File: src/rtl/ntru_ntt_pkg.sv
// Shared constants for the NTRU NTT datapath: modulus, coefficient width, multiplier latency
// and the Barrett reduction constant used by mul_mod.
package ntru_ntt_pkg;

  localparam int unsigned COEF_W      = 24;
  localparam logic [COEF_W-1:0] Q     = 24'd12587009;
  localparam int unsigned MUL_MOD_LAT = 10;

  // floor(2^48 / Q); Q has bit length 24, so the quotient estimate is at most 2 low
  localparam logic [COEF_W:0] BARRETT_MU = 25'((64'd1 << (2 * COEF_W)) / 64'(Q));

  typedef logic [COEF_W-1:0] coef_t;

endpackage

File: src/rtl/mul_mod.sv
// Fully pipelined (a*b) mod Q with Barrett reduction; MUL_MOD_LAT register stages from operand
// capture to the registered output. Datapath carries no reset.
module mul_mod
  import ntru_ntt_pkg::*;
(
  input  logic  clk,
  input  logic  resetn,
  input  coef_t a,
  input  coef_t b,
  output coef_t out
);

  // Remainder before correction is below 3Q < 2^26, so 26-bit arithmetic is exact
  localparam int unsigned RW = 26;
  localparam int unsigned PW = 2 * COEF_W;

  coef_t              a_q, b_q;
  logic [PW-1:0]      prod_q, prod_rt_q;
  logic [COEF_W:0]    qe_q, qe_rt_q;
  logic [RW-1:0]      qq_q, qq_rt_q;
  logic [3:0][RW-1:0] plo_q;
  logic [RW-1:0]      r_q, r1_q;
  coef_t              out_q;

  always_ff @(posedge clk) begin
    // Squash operands while held in reset so the datapath does not chew on garbage
    a_q       <= resetn ? a : '0;
    b_q       <= resetn ? b : '0;
    prod_q    <= {{COEF_W{1'b0}}, a_q} * {{COEF_W{1'b0}}, b_q};
    prod_rt_q <= prod_q;
    qe_q      <= 25'(({25'd0, prod_rt_q[PW-1:COEF_W-1]} * {25'd0, BARRETT_MU}) >> (COEF_W + 1));
    plo_q     <= {plo_q[2:0], prod_rt_q[RW-1:0]};
    qe_rt_q   <= qe_q;
    qq_q      <= RW'(qe_rt_q) * RW'(Q);
    qq_rt_q   <= qq_q;
    r_q       <= plo_q[3] - qq_rt_q;
    r1_q      <= (r_q >= RW'(Q)) ? r_q - RW'(Q) : r_q;
    out_q     <= (r1_q >= RW'(Q)) ? COEF_W'(r1_q - RW'(Q)) : COEF_W'(r1_q);
  end

  assign out = out_q;

endmodule

File: src/rtl/mul_mod_arbiter.sv
// Round-robin arbiter sharing one pipelined mul_mod among NREQ requesters, returning results
// stamped with requester id and tag. Optional MUL_MOD_ARB_PRIO_EN gives requester 0 fixed
// priority; optional MUL_MOD_ARB_CHECK_EN adds a simulation-only operand range assertion.
module mul_mod_arbiter
  import ntru_ntt_pkg::*;
#(
  parameter int unsigned NREQ    = 4,
  parameter int unsigned IDW     = 2,
  parameter int unsigned TAGW    = 8,
  // Must equal MUL_MOD_LAT so the tag pipeline lines up with the multiplier output
  parameter int unsigned MUL_LAT = MUL_MOD_LAT
) (
  input  logic                   clk,
  input  logic                   reset,
  input  logic                   en,
  input  logic [NREQ-1:0]        req_valid,
  output logic [NREQ-1:0]        req_ready,
  input  logic [NREQ*COEF_W-1:0] req_a,
  input  logic [NREQ*COEF_W-1:0] req_b,
  input  logic [NREQ*TAGW-1:0]   req_tag,
  output logic                   res_valid,
  output logic [IDW-1:0]         res_id,
  output logic [TAGW-1:0]        res_tag,
  output logic [COEF_W-1:0]      res_data,
  output logic                   busy
);

  logic [IDW-1:0]               rr_ptr_q;
  logic [NREQ-1:0]              grant;
  logic [NREQ-1:0]              cand;
  logic [IDW-1:0]               grant_idx;
  logic                         found;
  logic                         fire;
  logic                         ptr_upd;
  int unsigned                  slot;
  coef_t                        mul_a, mul_b;
  logic [TAGW-1:0]              issue_tag;
  logic [MUL_LAT-1:0]           vld_q;
  logic [MUL_LAT-1:0][IDW-1:0]  id_q;
  logic [MUL_LAT-1:0][TAGW-1:0] tag_q;

  // Rotating priority search starting just after the last granted requester
  always_comb begin
    grant     = '0;
    grant_idx = '0;
    found     = 1'b0;
    slot      = 0;
    cand      = req_valid;
`ifdef MUL_MOD_ARB_PRIO_EN
    cand[0]   = 1'b0;
`endif
    if (en && !reset) begin
`ifdef MUL_MOD_ARB_PRIO_EN
      if (req_valid[0]) begin
        found = 1'b1;
      end
`endif
      for (int unsigned k = 1; k <= NREQ; k++) begin
        slot = (int'(rr_ptr_q) + int'(k)) % NREQ;
        if (!found && cand[slot]) begin
          found     = 1'b1;
          grant_idx = IDW'(slot);
        end
      end
      if (found) begin
        grant[grant_idx] = 1'b1;
      end
    end
  end

  assign fire      = |grant;
  assign req_ready = grant;
  assign mul_a     = req_a[COEF_W*grant_idx +: COEF_W];
  assign mul_b     = req_b[COEF_W*grant_idx +: COEF_W];
  assign issue_tag = req_tag[TAGW*grant_idx +: TAGW];

`ifdef MUL_MOD_ARB_PRIO_EN
  // Grants to the priority requester leave the rotation untouched
  assign ptr_upd = fire && (grant_idx != '0);
`else
  assign ptr_upd = fire;
`endif

  always_ff @(posedge clk) begin
    if (reset) begin
      rr_ptr_q <= IDW'(NREQ - 1);
      vld_q    <= '0;
      id_q     <= '0;
      tag_q    <= '0;
    end else begin
      if (ptr_upd) begin
        rr_ptr_q <= grant_idx;
      end
      vld_q <= {vld_q[MUL_LAT-2:0], fire};
      id_q  <= {id_q[MUL_LAT-2:0], grant_idx};
      tag_q <= {tag_q[MUL_LAT-2:0], issue_tag};
    end
  end

  mul_mod u_mul_mod (
    .clk    (clk),
    .resetn (~reset),
    .a      (mul_a),
    .b      (mul_b),
    .out    (res_data)
  );

  assign res_valid = vld_q[MUL_LAT-1];
  assign res_id    = id_q[MUL_LAT-1];
  assign res_tag   = tag_q[MUL_LAT-1];
  assign busy      = |vld_q;

`ifdef MUL_MOD_ARB_CHECK_EN
  always_ff @(posedge clk) begin
    if (!reset && fire) begin
      assert (mul_a < Q && mul_b < Q)
        else $error("mul_mod_arbiter: operand >= Q from requester %0d", grant_idx);
    end
  end
`endif

endmodule

File: config.mk
export PLATFORM = sky130hd
export DESIGN_NAME = mul_mod_arbiter
export DESIGN_NICKNAME = d
export VERILOG_FILES = /design/src/rtl/ntru_ntt_pkg.sv /design/src/rtl/mul_mod.sv /design/src/rtl/mul_mod_arbiter.sv
export SDC_FILE = /design/constraint.sdc
export NUM_CORES = 2
export LEC_CHECK = 0
export CAP_MARGIN = 15
export CORE_MARGIN = 2
export CORE_UTILIZATION = 55
export DETAILED_ROUTE_END_ITERATION = 8
export GPL_ROUTABILITY_DRIVEN = 0
export GPL_TIMING_DRIVEN = 0
export PLACE_DENSITY = 0.8
export REMOVE_ABC_BUFFERS = 1
export SLEW_MARGIN = 20
export SYNTH_ARGS = -nofsm -noshare
export SYNTH_HDL_FRONTEND = slang
export SYNTH_HIERARCHICAL = 1
export SYNTH_SLANG_ARGS = --single-unit
File: constraint.sdc
create_clock -name clk -period 7.35 [get_ports clk]
set_clock_uncertainty 0.15 [all_clocks]
set_input_delay 1.47 -clock clk [delete_from_list [all_inputs] [get_ports clk]]
set_output_delay 1.47 -clock clk [all_outputs]
set_load 0.005 [all_outputs]
==> key figures <==
Status
  – Status: finished clean

Hold path
  – Hold WC Path Type: reg2reg
  – Worst hold stages: 0
  – Worst Hold Endpoint: u_mul_mod/plo_q[45]$_DFF_P_
  – Hold path startpoint: u_mul_mod/plo_q[19]$_DFF_P_

Clock network
  – CTS sink count: 538
  – CTS tree: yes
  – Max Root-Sink Buffers: 3
  – Worst-path clk slew: 80 ps
  – CTS Root Cell: clkbuf_16
  – TritonCTS buffer count: 52
  – Clock H-tree levels: 2
  – Clk Latency, worst-skew pair: 620 ps
  – CTS Hold Bufs: 0

Yosys
  – Yosys reg bits: 538
  – Area of the mapped netlist: ~46000 um2
  – Syn_area_per_cell: 10.0 um2
  – Post-synth ARST share: 0%
  – Top_reg_cell synth: dfxtp_1
  – Post-Syn Instances: approximately 4600
  – Post-synthesis cell type count: between 80 and 90
  – Post-synthesis sequential area ratio: 23.2%
  – Synth warn: 6
  – Number of enable flip-flop cells after synthesis: 0

Detailed routing
  – DRT Pass-1 Iters: 6
  – Via total after detailed routing: about 32000
  – Drt first-iter violations: 1967
  – Wire per inst: 17.4 um
  – Final wirelength: ~100000 um
  – ANT nets after route: 0
  – Vias/cell: 5.27
  – DRC: 0

Flow run
  – Maximum capacitance violations: 0

Setup path
  – WS Path Type: reg2reg
  – R2r setup slk: 240 ps
  – Max stage delay on crit path: 620 ps
  – CP startpoint kind: flop
  – Worst Path Arrival: roughly 7500 ps
  – Worst reg2reg path depth: 22
  – Worst Setup End Kind: flop
  – R2r endpoint: u_mul_mod/prod_q[37]$_DFF_P_
  – CP cell instances: buf_6, nand2_1, fa_1, fa_1, inv_1, fa_1, fa_1, fa_1, fa_1, inv_1, fa_1, inv_1, ha_1, inv_1, o21bai_1, a21oi_1, a21oi_1, or4b_2, a311o_1, a31o_1, a21oi_2, xnor2_1
  – Crit path top cell by count: fa_1
  – RR Startpoint: u_mul_mod/a_q[17]$_SDFF_PN0_
  – WP data required: 7750 ps
  – CP startpoint: u_mul_mod/a_q[17]$_SDFF_PN0_
  – Critical path fanouts, max: 13
  – Critical-path top delay cell: or4b_2

Die
  – Effective utilization at floorplan: 55.5%
  – Row count: 106
  – I/O pin count: about 270
  – Die height: between 200 and 300 um
  – DIE WIDTH: just under 300 um
  – Core area: 83700 um2
  – Die area: a little under 90000 um2

Layout
  – P&R area growth vs syn: 12.6%
  – Fin cells: 5995
  – Core Util, Final: 62.5%
  – Layout net count: 6274
  – Layout cells sized above 1: a little under 6%

Global route
  – Met3 usage: 4.72%
  – Met2 usage: 42.6%
  – Largest net degree at the start of global routing: 71
  – Vias in the first global route: about 34000
  – All-layer global routing usage: 24.3%
  – First-pass GRT wire length: 168000 um
  – Global route hottest layer: met2
  – GR Util met1: 29.9%
  – Initial antenna violation count: 1
  – GR Overflow Total: 0

Place
  – Port bufs: 270
  – Hpwl dp: a little under 80000 um
  – Inst Count DP: between 5000 and 6000

Timing
  – Slew at the pin closest to its max-slew limit: 865 ps
  – Final count of pins violating max slew: 0
  – Crit path time final: 7110 ps
  – Total negative setup slack: 0 ps
  – Unrepaired setup endpoints after global routing: no
  – Setup violators final: 0
  – Fin crit share: 96.8%
  – Hold Violations, Final: 0
  – Max-slew headroom: 42.2%
  – Achievable Freq: 141 MHz
-- layer usage --
layer	vias to the layer above	wire length, um
met5	-	13
li1	14600	-
met1	15400	40400
met3	278	8280
met2	1301	51100
met4	2	4350
-- kinds of logic after synthesis --
group / after synthesis / share of synthesized area (%)
XOR/XNOR: 153 / 2.88
flip-flops: 538 / 23.2
buffers and inverters: 1130 / 9.44
AO/OA/AOI/OAI: 431 / 6.86
AND/OR/NAND/NOR: 1105 / 12.2
adder cells (fa/ha/maj): 1222 / 44.1
multiplexers: 60 / 1.29
-- cell usage in the layout, fill, tap and decap left out, drive strengths merged, types with 5 or more instances in the layout --
cell type,synthesis,layout
inv,955,966
fa,693,693
dfxtp,538,538
ha,529,529
nand2,427,427
and2,337,337
clkdlybuf4s50,0,269
a21oi,156,156
nor2b,121,121
xnor2,90,90
nor2,80,80
a21o,68,68
xor2,63,63
mux2i,60,60
clkbuf,131,60
o21ai,50,50
a22oi,49,49
nand3,33,33
buf,43,33
nor3,31,31
nand4,20,20
o21bai,16,16
nor4,16,16
o21a,11,11
clkinv,1,11
a221oi,10,10
a211oi,9,9
nand2b,8,8
a31oi,8,8
and3,7,7
bufinv,0,7
or3,6,6
clkinvlp,0,5
a21boi,5,5
-- synthesized netlist by cell type, types with 33 or more instances --
cell      instances  share of area [%]
inv_1           955                7.7
a21oi_2          35               0.66
nand2_1         425                3.4
a21o_1           68                1.1
o21ai_0          46               0.50
nor2_1           79               0.64
xor2_1           63                1.2
a22oi_2          33               0.89
mux2i_1          60                1.3
ha_1            529                 14
nor2b_1         120                1.6
fa_1            693                 30
a21oi_1         121                1.3
and2_1          337                4.5
xnor2_1          90                1.7
clkbuf_1        131                1.1
dfxtp_1         538                 23
-- worst max-delay path, delay by kind of cell, from the launching register on --
kind                       cells  cell delay, ps
AOI/OAI and AO/OA              6            1130
adders and majority gates      8            3940
xor gates and xnor gates       1             120
buffers and inverters          5             530
DFF                            1             490
and+or+nand+nor                2             720
-- area by class of cell --
type | count | area (um2)
diodes | 1 | 2.50
flip-flops and latches | 538 | 10900
repair buffers | 302 | 3120
clock inverters | 33 | 458
clock buffers | 60 | 1410
well taps | 1134 | 1420
fillers | 6460 | 31400
inverters | 956 | 3590
multi-input cells | 2971 | 31400
-- flip-flops by register name (all words and copies together), names as in the netlist, 10 cells and up --
register,cells
u_mul_mod/prod_rt_q,48
vld_q,10
u_mul_mod/b_q,24
u_mul_mod/a_q,24
u_mul_mod/out,24
u_mul_mod/qq_rt_q,26
u_mul_mod/r1_q,26
u_mul_mod/qe_rt_q,25
u_mul_mod/plo_q,104
u_mul_mod/qe_q,25
u_mul_mod/qq_q,26
u_mul_mod/prod_q,48
u_mul_mod/r_q,26
tag_q,72
id_q,18
-- through the flow --
stage	setup WS, ps	hold slack, ps	area (um2)
finish	236	142	52300
global route	6.01	130	52300
CTS	1.24	145	51900
detailed placement	-879	162	49900
global placement	-5840	160	49800
floorplan	-185	160	45700
-- repair_timing --
| item | 4_1_cts | 5_1_grt |
|---|---|---|
| hold endpoints to repair | 0 | 0 |
| pin swaps | 1 | 3 |
| resized for setup | 62 | 33 |
| setup endpoints to repair | 21 | 18 |
| setup buffers | 2 | 24 |
-- how the worst max path moves through the flow --
stage	to	slack (ps)	cells past startpoint
2_1_floorplan	req_ready[3]	-190	4
3_3_place_gp	req_ready[3]	-5840	6
3_5_place_dp	u_mul_mod/prod_q[37]$_DFF_P_	-880	24
4_1_cts	u_mul_mod/prod_q[29]$_DFF_P_	1	24
5_1_grt	u_mul_mod/prod_q[46]$_DFF_P_	6	22
6_report	u_mul_mod/prod_q[37]$_DFF_P_	240	22
Power is not shown: default switching activity piles up to over one toggle a cycle in this logic, so the estimate is an artifact.
